<file path="config.mk">
export PLATFORM = sky130hd
export DESIGN_NAME = fetch_pipeline_ctrl
export DESIGN_NICKNAME = d
export VERILOG_FILES = /design/src/rtl/fetch_pipeline_ctrl.sv
export SDC_FILE = /design/constraint.sdc
export NUM_CORES = 1
export LEC_CHECK = 0
export ABC_AREA = 1
export CAP_MARGIN = 15
export CORE_MARGIN = 4
export CORE_UTILIZATION = 45
export CTS_CLUSTER_SIZE = 16
export DETAILED_ROUTE_END_ITERATION = 16
export PLACE_DENSITY = 0.8
export SLEW_MARGIN = 20
export SYNTH_ARGS = -nofsm -noshare
export SYNTH_HDL_FRONTEND = slang
export SYNTH_SLANG_ARGS = --single-unit
</file>
<file path="constraint.sdc">
create_clock -name clk -period 2.1 [get_ports clk]
set_input_delay 0.525 -clock clk [delete_from_list [all_inputs] [get_ports clk]]
set_output_delay 0.525 -clock clk [all_outputs]
set_load 0.02 [all_outputs]
</file>
<file path="src/rtl/fetch_pipeline_ctrl.sv">
// Fetch-stage control: PC register, next-PC select, IF/ID register with hold/flush,
// ID/EX bubble select and saturating stall/flush performance counters.
module fetch_pipeline_ctrl #(
    parameter logic [31:0] PC_RESET  = 32'h0000_0000,
    parameter logic [31:0] NOP_INSTR = 32'h0000_0000,
    parameter int unsigned CNT_W     = 16
) (
    input  logic             clk,
    input  logic             reset,
    input  logic             PCWrite,
    input  logic             IF_ID_Write,
    input  logic             stall,
    input  logic             IF_Flush,
    input  logic             branch_taken,
    input  logic [31:0]      branch_target,
    input  logic             jump,
    input  logic [31:0]      jump_target,
    input  logic [31:0]      instr_in,
    output logic [31:0]      pc,
    output logic [31:0]      IF_ID_PC4,
    output logic [31:0]      IF_ID_Instr,
    output logic             IF_ID_Valid,
    output logic             ID_EX_Bubble,
    output logic [CNT_W-1:0] stall_cycles,
    output logic [CNT_W-1:0] flush_count
);

    localparam logic [CNT_W-1:0] CntMax = {CNT_W{1'b1}};

    logic        redirect;
    logic        do_flush;
    logic [31:0] pc_plus4;
    logic [31:0] pc_next;

    // Redirects seen during a stall are dropped; ID re-presents them afterwards.
    assign redirect = (branch_taken | jump) & ~stall;
    assign do_flush = IF_ID_Write & (IF_Flush | redirect);
    assign pc_plus4 = pc + 32'd4;

    always_comb begin
        pc_next = pc_plus4;
        if (!PCWrite) begin
            pc_next = pc;
        end else if (branch_taken && !stall) begin
            pc_next = branch_target & ~32'h3;
        end else if (jump && !stall) begin
            pc_next = jump_target & ~32'h3;
        end
    end

    always_ff @(posedge clk) begin
        if (reset) begin
            pc           <= PC_RESET;
            IF_ID_Instr  <= NOP_INSTR;
            IF_ID_PC4    <= 32'h0;
            IF_ID_Valid  <= 1'b0;
            stall_cycles <= '0;
            flush_count  <= '0;
        end else begin
            pc <= pc_next;
            if (IF_ID_Write) begin
                IF_ID_PC4 <= pc_plus4;
                if (IF_Flush || redirect) begin
                    IF_ID_Instr <= NOP_INSTR;
                    IF_ID_Valid <= 1'b0;
                end else begin
                    IF_ID_Instr <= instr_in;
                    IF_ID_Valid <= 1'b1;
                end
            end
            if (stall && stall_cycles != CntMax) begin
                stall_cycles <= stall_cycles + 1'b1;
            end
            if (do_flush && flush_count != CntMax) begin
                flush_count <= flush_count + 1'b1;
            end
        end
    end

    assign ID_EX_Bubble = stall | ~IF_ID_Valid;

endmodule

</file>
# Word-level counts from Yosys, hierarchy flattened
# Cells that the tools add are included.
[totals]
input_bits = 104
ff_bits = 129
elab_cells = 28
[classes]
add_sub_neg = 3
bitwise_logic = 7
n_mux = 4
eq_ne = 2
reduce_logical = 6
[ops]
columns = ["operator", "count"]
rows = [
  ["$mux 32", 3],
  ["$add 16x1->16 const B", 2],
  ["$add 32x3->32 const B", 1],
  ["$ne 16x16->1 const B", 2],
  ["$logic_and 1x1->1", 4],
  ["$or 1x1->1", 3],
  ["$and 1x1->1", 2],
  ["$not 1->1", 2],
  ["$logic_not 1->1", 1],
  ["$logic_or 1x1->1", 1],
  ["$mux 1", 1],
]

# Depth between registers and ports, before layout
# Gate-level depths: netlist of the first run.
[logic_depth]
ltp_word = 5
ltp_mapped = 10
ltp_nobuf = 10

# Worst setup path after synthesis of the first run
# Ideal clock, no wire load.
[synth_timing]
path_kind = "reg2reg"
start = "register flush_count[0]"
end = "register flush_count[10]"
period_less_slack_ns = 1.723
arrival_time_ns = 1.653
setup_ns = 0.070
stages_incl_launch_ff = 11
setup_slack_ns = 0.377
path_cell_list = "dfxtp_1 -> ha_1 -> nand2_1 -> nor2_2 -> nand2_1 -> nand3b_1 -> nand2_1 -> buf_6 -> buf_8 -> nand2_1 -> a21oi_1"
[synth_via]
elab_chain_len = 2
elab_cells_between_ends = 3
[synth_rtl]
columns = ["element", "line_no", "rtl"]
rows = [
  ["from (decl)", "25", "output logic [CNT_W-1:0] flush_count"],
  ["from (signal assigned)", "75", "flush_count <= flush_count + 1'b1;"],
  ["branches (longest 2 deep; another with $add 16x1->16)", "--", ""],
]
# Parallel ways; which one is timed is not known.
# A chain may end at the register's enable or synchronous reset.

# Worst setup path after layout of the first run
[layout_timing]
start = "register pc[15]"
end = "output pc[15]"
[layout_lines]
columns = ["element", "line_no", "rtl"]
rows = [
  ["from (decl)", "19", "output logic [31:0] pc,"],
  ["from (signal assigned)", "60", "pc <= pc_next;"],
]
# No word-level cell between the ends.

==> reports/metrics.cfg, run 1 <==
[status]
run_status=completed

[clock_network]
clkTransAtPathRegs_ps=60
clock_sink_count=125
clockRootBuffer=sky130_fd_sc_hd__clkbuf_16
post_cts.repair.setup_buffers=0
numCtsBuffers=17
tritoncts=built
h-tree-depth=4
clock_path_buffers=2
clock_latency_ps=420

[detailed_routing]
route.final.wire_length_um=21700
detailedRoute.firstIterationViolations=591
route.detailed.wl_per_inst_um=15.0
detail_route.drc_violations=0
routed-via-count=7483
detail_route.vias_per_cell=5.18
drt_first_pass_iters=5
route.antenna.remaining_nets=0

[sta]
finClkSkew_ps=6.23
hold_violations_final=0
relative_max_transition_margin=0.656
setup_viol_count_final=0
finalWorstPathRequiredPeriod_ps=2080
tightestPinTransition_ps=512
unrepaired_setup_endpoints_after_global_routing=yes
fin_setup_tns_ps=0
max_freq_mhz=480
drv_slew=0
timing.final.crit_share=0.992

[placement]
dp_hpwl_um=15500
io_buffers=225
place_congestion=0.905
detailed_place.area_um2=9180
placed_cells=1413

[worst_setup_path]
crit_chain=clkdlybuf4s50_1
setup.worst_path.start_class=flip-flop
cell_type_of_the_slowest_stage_on_the_worst_timing_path=sky130_fd_sc_hd__clkdlybuf4s50_1
critical_path_buf_inv_count=1
ff2ff_setup_slack_ps=230
worstPathRequired_ps=1570
arrival_time_reported_for_the_critical_path_endpoint_ps=1560
critical_path.endpoint_type=output port
timing.setup.critical_path_class=reg -> out
worst-path-max-fanout=6
critPathTopFamily=buffers and inverters
cp_slowest_stage_delay_ps=680

[job]
max_cap_violation_count=0

[layout]
final-instance-count-excl-fill=1444
area_growth_pct=47.5
design_area_um2=9810
post_route_cells_drive_above_1_share=0.0595
num-nets-final=1355
antenna-diode-count=0

[global_route]
grt_max_degree=68
sum_of_overflow_across_all_layers_after_global_routing=0
grt_pass1_vias=7020
grt_first_pass_wirelength_um=34400
grt_antenna_before_repair=0
global_route.usage.total=0.254

[pwr]
power.density_cell_area_nw_per_um2=687
static-leakage-power_nw=4.03
irDropWorstVdd_mv=0.526

[die]
rows=44
die-area_um2=16800
num_io_pins=234
placeableCoreArea_um2=14500
die_height_um=130
initial_core_util=0.459
die_w_um=130

[worst_hold_path]
min_path_type=reg -> reg

[logic_synthesis]
synth_cell_types=32
synthCells=1030
yosys_warnings=0
synth_sequential_area_ratio=0.376
synthesis.area_per_instance_um2=6.46
syn-cell-area_um2=6650
synth_seq_cells=125

==> final timing paths <==
check             startpoint              end  cells past startpoint
max reg2reg            pc[2]           pc[16]                      8
min          IF_ID_Instr[19]  IF_ID_Instr[19]                      2
max                   pc[15]           pc[15]                      1
min reg2reg  IF_ID_Instr[19]  IF_ID_Instr[19]                      2
==> metal layers <==
layer	wire length (um)	track usage	part of all wire
met2	10400	0.426	0.48
met1	8910	0.312	0.41
met4	466	0.0972	0.021
met5	0	0	0
met3	1910	0.0676	0.088
==> power breakdown <==
| group | leakage (nW) | switching (mW) | total (mW) | internal (mW) |
|---|---|---|---|---|
| Sequential | 1.02 | 0.111 | 2.60 | 2.48 |
| Combinational | 2.71 | 0.588 | 1.13 | 0.539 |
| Clock | 0.294 | 1.07 | 3.02 | 1.94 |
| Total | 4.03 | 1.77 | 6.74 | 4.97 |
==> metrics by stage <==
stage	setup WS, ps	utilization	hold slack [ps]	power, mW
final	16.8	0.677	462	6.74
after detailed placement	-232	0.634	456	3.77
after floorplan	377	-	545	3.18
after global placement	-216	0.634	451	3.75
after global routing	-3.75	0.677	478	6.99
after CTS	0.729	0.676	465	6.78
==> cell usage in the layout (no fill, tap or decap), drive strengths merged, types with 9 or more instances in the layout <==
cell type / synthesis / layout
clkdlybuf4s50: 0 / 211
inv: 112 / 112
nand2: 273 / 273
clkbuf: 43 / 21
nor3: 17 / 17
xnor2: 9 / 9
o21ai: 84 / 84
dlymetal6s2s: 0 / 9
o211ai: 16 / 16
o21bai: 10 / 10
xor2: 17 / 17
a21oi: 83 / 83
nor2: 97 / 97
dfxtp: 125 / 125
nand3: 98 / 98
buf: 14 / 31
a31oi: 11 / 11
==> synth_stat cells, drive strengths merged <==
| library cell | n | area share |
|---|---|---|
| a211oi | 1 | 0.0011 |
| xnor2 | 9 | 0.012 |
| clkbuf | 43 | 0.024 |
| o21ai | 84 | 0.063 |
| nand3b | 4 | 0.0045 |
| nand3 | 98 | 0.074 |
| clkinv | 1 | 0.00056 |
| conb | 1 | 0.00056 |
| nand4 | 4 | 0.0038 |
| a21oi | 83 | 0.062 |
| nor3 | 17 | 0.015 |
| o211ai | 16 | 0.018 |
| o21bai | 10 | 0.011 |
| inv | 112 | 0.063 |
| nand2 | 273 | 0.15 |
| ha | 3 | 0.0056 |
| a31oi | 11 | 0.010 |
| nor2 | 97 | 0.056 |
| nor3b | 1 | 0.0011 |
| xor2 | 17 | 0.022 |
| and2 | 1 | 0.00094 |
| buf | 14 | 0.014 |
| or2 | 5 | 0.0047 |
| dfxtp | 125 | 0.38 |
==> what timing repair did <==
action                                  4_1_cts  5_1_grt
gates cloned                                  0        0
gates resized for setup                       2       12
pin swaps                                     0        0
endpoints found under the setup margin        2       14
hold buffers                                  0        0
==> logic make-up after synthesis <==
| family | synth area share |
|---|---|
| buffers and inverters | 0.103 |
| other | 0.000564 |
| AND/OR/NAND/NOR | 0.314 |
| AO/OA/AOI/OAI | 0.166 |
| XOR/XNOR | 0.0342 |
| adder cells (fa/ha/maj) | 0.00564 |
| flip-flops | 0.376 |
==> sequential cells by signal, indices dropped and copies added (netlist names) <==
signal,cells
flush_count,16
IF_ID_Valid,1
IF_ID_Instr,32
stall_cycles,16
IF_ID_PC4,30
pc,30
==> cell type report <==
class	instances	area, um2
flip-flops and latches	125	2500
clock inverters	11	141
multi-input cells	738	3480
clock buffers	20	467
repair buffers	253	2560
inverters	113	424
fillers	1231	4670
well taps	184	230
Note: power is estimated with default switching activity, not from simulation.
==> run 2: changes to the inputs <==
Settings changed: CORE_UTILIZATION 45 to 43, GPL_TIMING_DRIVEN from default to 1, PLACE_DENSITY 0.8 to 0.77.
==> run 2 against run 1 <==
Effect of this change:
- combinational power about the same
- non-clock buffer count rose by 3
- maximum frequency up 1.0%
- sequential cell count did not move
- via count decreased by 0.51%
- power is 1.3% higher
- clock-buffer cell count unchanged
- largest cell class unchanged
- critical endpoint is now pc[11]
- critical path depth stayed put
==> reports/metrics.cfg, run 2 (synthesis gave the netlist of run 1 again) <==
[status]
run_status=completed

[pwr]
irDropWorstVdd_mv=0.561  ; +6.6%
pwr-share-comb=0.165  ; -0.002
clock_power_share=0.456  ; +0.008
power.density_cell_area_nw_per_um2=694  ; +0.97%
power.internal_mw=5.06  ; +1.8%
total_switching_power_mw=1.77  ; about the same
total_power_mw=6.83  ; +1.3%
seq_power_share=0.380  ; -0.005
fraction_of_power_spent_switching_nets=0.259  ; -0.00370
static-leakage-power_nw=4.07  ; +0.98%

[clock_network]
clock_sink_count=125  ; unchanged
numCtsBuffers=17  ; unchanged
h-tree-depth=4  ; unchanged
clock_path_buffers=2  ; unchanged
clockRootBuffer=sky130_fd_sc_hd__clkbuf_16
cts_hold_repair.buffers=0  ; unchanged
clock_latency_ps=420  ; about the same
clkTransAtPathRegs_ps=50  ; about the same
tritoncts=built
post_cts.repair.setup_buffers=0  ; unchanged

[detailed_routing]
route.antenna.remaining_nets=0  ; unchanged
drt_first_pass_iters=5  ; unchanged
detail_route.drc_violations=0  ; unchanged
detail_route.vias_per_cell=5.13  ; -1.1%
route.detailed.wl_per_inst_um=15.0  ; -0.36%
detailedRoute.firstIterationViolations=606  ; +2.5%
route.final.wire_length_um=21700  ; +0.19%
routed-via-count=7445  ; -0.51%

[placement]
placed_cells=1420  ; +0.50%
io_buffers=225  ; unchanged
place_congestion=0.908  ; +0.32%
detailed_place.area_um2=9200  ; +0.16%
dp_hpwl_um=15700  ; +1.8%
placement.setup.worst_slack_ps=-243  ; -11.5 ps

[worst_setup_path]
worstPathRequired_ps=1570  ; about the same
critical_path.endpoint_type=output port
cell_type_of_the_slowest_stage_on_the_worst_timing_path=sky130_fd_sc_hd__clkdlybuf4s50_1
regToRegStartpoint=pc[3]
crit_chain=clkdlybuf4s50_1
critPathTopFamily=buffers and inverters
launching_element_of_the_worst_setup_path=pc[11]
setup.worst_path.start_class=flip-flop
cp_slowest_stage_delay_ps=660  ; -20 ps
timing.setup.critical_path_class=reg -> out
worst-path-max-fanout=6  ; unchanged
arrival_time_reported_for_the_critical_path_endpoint_ps=1540  ; -20 ps
critical_path_buf_inv_count=1  ; unchanged

[sta]
max_freq_mhz=485  ; +1.0%
unrepaired_setup_endpoints_after_global_routing=no
timing.final.crit_share=0.982  ; -0.0100
setup_viol_count_final=0  ; unchanged
finClkSkew_ps=6.46  ; +0.234 ps
fin_setup_tns_ps=0  ; unchanged
fin_ws_ps=37.8  ; +21.0 ps
finalWorstPathRequiredPeriod_ps=2060  ; -21.0 ps
drv_slew=0  ; unchanged
hold_violations_final=0  ; unchanged
whs_ps=461  ; -0.361 ps

[global_route]
grt_pass1_vias=6932  ; -1.3%
global_route.usage.total=0.243  ; -0.0113
grt_max_degree=69  ; +1.5%
grt_antenna_before_repair=0  ; unchanged
sum_of_overflow_across_all_layers_after_global_routing=0  ; unchanged
grt_first_pass_wirelength_um=34800  ; +1.1%

[die]
die_w_um=132  ; +2.2%
placeableCoreArea_um2=15200  ; +5.0%
initial_core_util=0.438  ; -0.0219
die-area_um2=17500  ; +4.4%
num_io_pins=234  ; unchanged
die_height_um=132  ; +2.2%
rows=45  ; +2.3%

[layout]
post_route_cells_drive_above_1_share=0.0601  ; +0.000603
design_area_um2=9840  ; +0.36%
final-instance-count-excl-fill=1452  ; +0.55%
most_frequent_standard_cell_in_the_layout_excluding_fill_and_tap_cells=sky130_fd_sc_hd__nand2_1
largestRegisters=IF_ID_Instr x32, IF_ID_PC4 x30, pc x30
highest_count_cells_in_the_layout_ignoring_fill_and_taps=sky130_fd_sc_hd__nand2_1 (272), sky130_fd_sc_hd__clkdlybuf4s50_1 (210), sky130_fd_sc_hd__dfxtp_1 (125), sky130_fd_sc_hd__inv_1 (112), sky130_fd_sc_hd__nand3_1 (98)
area_growth_pct=48.0
final.fill_count=1373  ; +12%
max_flop_register=IF_ID_Instr
antenna-diode-count=0  ; unchanged
post-route-util=0.648  ; -0.0299
largest_register_ff_count=32  ; unchanged
num-nets-final=1358  ; +0.22%

[worst_hold_path]
min_path_type=reg -> reg
worstHoldStart=IF_ID_Instr[24]

[job]
max_cap_violation_count=0  ; unchanged

-- run 2: final cells by class --
class | instances | area [um2] | share of cell area
Tap cell | 188 | 235 | 0.0239
Clock inverter | 12 | 168 | 0.0170
Multi-Input combinational cell | 738 | 3480 | 0.353
Sequential cell | 125 | 2500 | 0.254
Timing Repair Buffer | 256 | 2580 | 0.262
Clock buffer | 20 | 457 | 0.0464
Inverter | 113 | 424 | 0.0431
-- run 2: power groups by stage --
| stage | clock network [mW] | registers (mW) | logic, mW |
|---|---|---|---|
| 2_1_floorplan | 0 | 2.75 | 0.424 |
| 3_3_place_gp | 0 | 2.64 | 1.11 |
| 3_5_place_dp | 0 | 2.64 | 1.13 |
| 4_1_cts | 3.15 | 2.59 | 1.13 |
| 5_1_grt | 3.26 | 2.61 | 1.22 |
| 6_report | 3.11 | 2.59 | 1.12 |
-- run 2: layer usage --
metal	up-vias	share of wire	track usage
li1	3770	-	-
met2	293	0.48	0.404
met1	3330	0.41	0.297
met3	52	0.075	0.0622
met5	-	0	0
met4	0	0.035	0.105
-- run 2: path summary, 6_finish.rpt --
check	endpoint	slack, ps	depth (start not counted)
max	pc[11]	40	1
min	IF_ID_Instr[24]	460	2
max reg2reg	IF_ID_PC4[22]	210	10
min reg2reg	IF_ID_Instr[24]	460	2
-- run 2: what timing repair did --
action / in CTS / in global routing
cloned: 0 / 0
endpoints found under the setup margin: 2 / 10
gates resized for setup: 2 / 10
pin swaps: 0 / 0
==> edit 1: new RTL, settings of run 2 <==
Set the parameter `CNT_W` to 12 (it was 16).
--- a/src/rtl/fetch_pipeline_ctrl.sv
+++ b/src/rtl/fetch_pipeline_ctrl.sv
@@ -3,7 +3,7 @@
 module fetch_pipeline_ctrl #(
     parameter logic [31:0] PC_RESET  = 32'h0000_0000,
     parameter logic [31:0] NOP_INSTR = 32'h0000_0000,
-    parameter int unsigned CNT_W     = 16
+    parameter int unsigned CNT_W     = 12
 ) (
     input  logic             clk,
     input  logic             reset,
Interface: changed (resized flush_count and stall_cycles); port bits go from 234 to 226. The function was not compared with the original's and may differ.
==> edit 1 against run 2 <==
  * Clock skew grew 0.0017 ns
  * Critical path type unchanged
  * Non-clock buffer count shrank 15
  * Via count shrank 8.1%
  * Sequential cell count shrank 8
  * Fmax grew 0.55%
  * Highest routed layer is now met5
  * Worst setup slack gained 0.011 ns
  * Total power shrank 7.9%
  * Wire length shrank 5.5%
  * Cell area shrank 7.1%
  * Area after synthesis shrank 7.3%
==> edit 1: results (changes against run 2) <==
Port Buffers 217 (was 225); largest net degree at the start of global routing 61 (was 69); initial antenna violation count 1 (was 0); placed insts 1322 (was 1420); M3 GR Usage 6.17% (was 6.22%); Vias 6842 (was 7445); GPL Wtd Cong 0.945 (was 0.908); synth warn 0 (unchanged); met1 Usage GRT 31.3% (was 29.7%); Worst Skew 0.00821 ns (was 0.00646 ns); CTS root buf clkbuf_16 (unchanged); Yosys cell types 30 (was 32); first-pass GRT wire length 32100 microns (was 34800 microns); layout cells sized above 1 5.88% (was 6.01%); clock buffer depth 2 (unchanged); Post-synth top cells nand2_1 (246), dfxtp_1 (117), inv_1 (105) (was nand2_1 (272), dfxtp_1 (125), inv_1 (112)); Antenna Cells 0 (unchanged); reg-to-reg critical path startpoint pc[3]$_SDFFE_PP0P_ (unchanged); clk_lat worst skew 0.41 ns; vias in the first global route 6301 (was 6932); Seq/Total Area, Yosys 38.0% (was 37.6%); Filler cells 1302 (was 1373); WL final 20500 microns (was 21700 microns); top cells by area, synth dfxtp_1 (38%), nand2_1 (15%), nand3_1 (7.3%), o21ai_0 (6.9%), a21oi_1 (6.4%) (was dfxtp_1 (38%), nand2_1 (15%), nand3_1 (7.4%), inv_1 (6.3%), o21ai_0 (6.3%)); class of the worst hold path reg2reg (unchanged); CP arrival 1.53 ns; CP delay by family, top buffers and inverters (unchanged); pre-CTS WS -0.125 ns (was -0.243 ns); GR met2 Demand/Resource 40.3% (was 40.4%); HP Start IF_ID_Instr[21]$_SDFFE_PP0P_ (was IF_ID_Instr[24]$_SDFFE_PP0P_); Iter 0 DRT Violations 475 (was 606); outcome finished, final reports clean (unchanged); Critical path origin pc[26]$_SDFFE_PP0P_ (was pc[11]$_SDFFE_PP0P_); all-layer global routing usage 24.5% (was 24.3%); CP Max Fanout 7 (was 6); Post-CTS Setup Inserts 0 (unchanged); biggest regs IF_ID_Instr x32, IF_ID_PC4 x30, pc x30 (unchanged); dpl hpwl 15000 microns (was 15700 microns); Pleak 3.74 nW (was 4.07 nW); drt wl/cell 15.2 microns (was 15.0 microns); Peak VDD IR 0.000555 V (was 0.000561 V); syn_area_per_cell 6.47 sq um (was 6.46 sq um)
==> edit 1: cell count changes in the layout (fill, tap and decap cells not counted), moves of 4 or more <==
cell and change:
clkdlybuf4s50_1 -5, xor2_1 -7, buf_4 -5, xnor2_1 +4
nor2_1 -8, dfxtp_1 -8, nand2_1 -26, a21oi_1 -4
nor3_1 -10, nand3_1 -8, inv_1 -7
==> edit 1: worst paths after layout <==
kind	endpoint	slack, ns	cells after the start
min	IF_ID_Instr[21]$_SDFFE_PP0P_	0.46	2
max reg2reg	IF_ID_PC4[16]$_SDFFE_PP0P_	0.25	8
max	pc[26]	0.05	1
min reg2reg	IF_ID_Instr[21]$_SDFFE_PP0P_	0.46	2
==> edit 1: cells by family after synthesis <==
kind of cell	count (synthesis)	synth area share, %
AND/OR/NAND/NOR	445	30.1
AO/OA/AOI/OAI	202	17.7
buffers and inverters	162	10.3
flip-flops	117	38.0
XOR/XNOR	23	3.27
adder cells (fa/ha/maj)	3	0.609
other	1	0.0608
==> edit 1: per-layer routing <==
metal	wire, microns	vias up
li1	-	3479
met2	9810	237
met3	1560	29
met4	382	2
met5	7	-
met1	8780	3095
==> edit 1: layout make-up <==
class                      instances  share of cell area [%]
clock buffer                      24                    5.38
inverter                         107                    4.39
clock inverter                     7                   0.793
timing repair buffer             241                    26.4
tap                              180                    2.46
multi-input combinational        677                    35.0
sequential                       117                    25.6
==> edit 1: power breakdown <==
group	total, mW	switching (mW)	internal (mW)	leakage (nW)
Sequential	2.45	0.113	2.33	0.960
Clock	2.74	1.00	1.74	0.272
Combinational	1.10	0.576	0.526	2.51
Total	6.29	1.69	4.60	3.74
==> edit 1: metrics by stage <==
step	power [mW]	instance area (sq um)
finish	6.29	9150
global route	6.54	9150
CTS	6.32	9130
detailed placement	3.59	8570
global placement	3.58	8570
floorplan	3.01	6180
==> edit 1: timing repair <==
action,4_1_cts,5_1_grt
endpoints found under the setup margin,2,7
pin swaps,0,0
hold buffers,0,0
endpoints found under the hold margin,0,0
gates resized for setup,2,7
==> edit 2: new RTL, flow settings as in run 2 <==
Without the edit above. Make the reset (`reset`) asynchronous in one clocked block.
--- a/src/rtl/fetch_pipeline_ctrl.sv
+++ b/src/rtl/fetch_pipeline_ctrl.sv
@@ -48,7 +48,7 @@
         end
     end
 
-    always_ff @(posedge clk) begin
+    always_ff @(posedge clk or posedge reset) begin
         if (reset) begin
             pc           <= PC_RESET;
             IF_ID_Instr  <= NOP_INSTR;
Behaviour: differs if reset is asserted again (counterexample within 4 cycles, from zero or initial values and one cycle with reset high); with reset held inactive, the same outputs for 10 cycles.
==> edit 2 against run 2 <==
  * Cell area increased by 2.8%
  * Sequential share of layout area increased by 5.5 points
  * Area after synthesis increased by 2.5%
  * Wire length decreased by 6.4%
  * Die area increased by 2.3%
  * Worst setup slack got worse by 0.017 ns
  * Via count decreased by 10%
  * Non-clock buffer count decreased by 6
  * Sequential cell count unchanged
Power is not compared: it rests on default switching activity, and its combinational part moved more than twofold at a synthesized area within 25%.
==> edit 2: results (changes against run 2) <==
largest net degree at the start of global routing 64 (was 69); placed insts 1363 (was 1420); Post-CTS Setup Inserts 0 (unchanged); Worst R2R End pc[14]$_DFFE_PP0P_ (was IF_ID_PC4[22]$_SDFFE_PP0P_); WL final 20300 microns (was 21700 microns); Filler cells 1314 (was 1373); Yosys cell types 31 (was 32); biggest regs IF_ID_Instr x32, IF_ID_PC4 x30, pc x30 (unchanged); vias in the first global route 6262 (was 6932); Pleak 4.83 nW; all-layer global routing usage 22.8% (was 24.3%); syn_area_per_cell 7.28 sq um (was 6.46 sq um); layout net count 1278 (was 1358); CTS Buf Count 17 (unchanged); first-pass GRT wire length 32500 microns (was 34800 microns); Critical path origin pc[2]$_DFFE_PP0P_ (was pc[11]$_SDFFE_PP0P_); initial antenna violation count 0 (unchanged); CP arrival 1.55 ns; DRT Pass-1 Iters 5 (unchanged); outcome finished, final reports clean (unchanged); CP Max Fanout 5 (was 6); Worst Skew 0.00911 ns (was 0.00646 ns); HP Start IF_ID_PC4[12]$_DFFE_PP0P_ (was IF_ID_Instr[24]$_SDFFE_PP0P_); pre-CTS WS -0.188 ns (was -0.243 ns); reg-to-reg critical path startpoint pc[3]$_DFFE_PP0P_ (was pc[3]$_SDFFE_PP0P_); clock share of power 34.3%; R2R depth 10 (unchanged); clock buffer depth 2 (unchanged); dpl hpwl 15200 microns (was 15700 microns); top cells by area, synth dfrtp_1 (46%), nand2_1 (16%), inv_1 (6.4%), o21ai_0 (6.0%), nor2_1 (5.7%) (was dfxtp_1 (38%), nand2_1 (15%), nand3_1 (7.4%), inv_1 (6.3%), o21ai_0 (6.3%)); post-cts resize count 5 (was 2); prevailing post-synth register cell dfrtp_1 (was dfxtp_1); CTS root buf clkbuf_16 (unchanged); Post-synth top cells nand2_1 (295), dfrtp_1 (125), inv_1 (117) (was nand2_1 (272), dfxtp_1 (125), inv_1 (112)); class of the worst hold path reg2reg (unchanged); Largest register FFs 32 (unchanged); GPL Wtd Cong 0.892 (was 0.908); Port Buffers 225 (unchanged); Iter 0 DRT Violations 484 (was 606); # H-tree levels 4 (unchanged); clock transition at the registers of the reported paths 0.06 ns; Antenna Cells 0 (unchanged); end point of the critical path pc[2] (was pc[11]); asr flop ratio synth 100% (was 0%); Int Pwr 5.87 mW; r2r setup slk 0.29 ns (was 0.21 ns); Flop+latch power 3.21 mW; clk_lat worst skew 0.42 ns (about the same); PnR worst setup slack 0.0204 ns (was 0.0378 ns); Placement Cell Area 9490 sq um (was 9200 sq um); Congestion Overflow GR 0 (unchanged); Peak VDD IR 0.000593 V; layout cells sized above 1 6.00% (was 6.01%); Vias 6683 (was 7445); Pwr Density 872 nW/um^2; Layout Cells excl Fill 1395 (was 1452); Seq/Total Area, Yosys 45.9% (was 37.6%); synth warn 0 (unchanged)
## edit 2: cell type report
type | instances | area, sq um | area share [%]
Clock buffer | 19 | 443 | 4.38
Clock inverter | 13 | 164 | 1.62
Inverter | 119 | 450 | 4.45
Multi-Input combinational cell | 658 | 3070 | 30.4
Sequential cell | 125 | 3130 | 30.9
Tap cell | 211 | 264 | 2.61
Timing Repair Buffer | 250 | 2590 | 25.6
## edit 2: per-layer routing
metal / vias up / wire length [microns] / global-route usage [%]
li1: 3401 / - / -
met1: 3029 / 8670 / 30.0
met2: 219 / 9960 / 37.4
met3: 34 / 1290 / 5.10
met4: 0 / 427 / 8.00
met5: - / 0 / 0
## edit 2: worst min-delay path by stage
stage,end,slack (ns),cells past startpoint
global route,IF_ID_PC4[6]$_DFFE_PP0P_,0.50,2
CTS,IF_ID_PC4[12]$_DFFE_PP0P_,0.48,2
finish,IF_ID_PC4[12]$_DFFE_PP0P_,0.48,2
floorplan,IF_ID_PC4[12]$_DFFE_PP0P_,0.59,2
global placement,IF_ID_PC4[14]$_DFFE_PP0P_,0.46,2
detailed placement,IF_ID_PC4[12]$_DFFE_PP0P_,0.47,2
## edit 2: kinds of logic (layout without fill, tap and decap cells)
logic type	after synthesis	in the layout	share of synthesized area [%]
xor+xnor	37	37	4.75
fa+ha+maj	3	3	0.551
flops	125	125	45.9
other cells	1	4	0.0550
buf+inv	156	401	9.20
simple gates	481	481	29.0
compound gates	133	133	10.6
## edit 2: worst max-delay path, stage by stage (launching register included)
cell and delay [ns]:
dfrtp_1 0.36, buf_4 0.14, clkdlybuf4s50_1 0.64
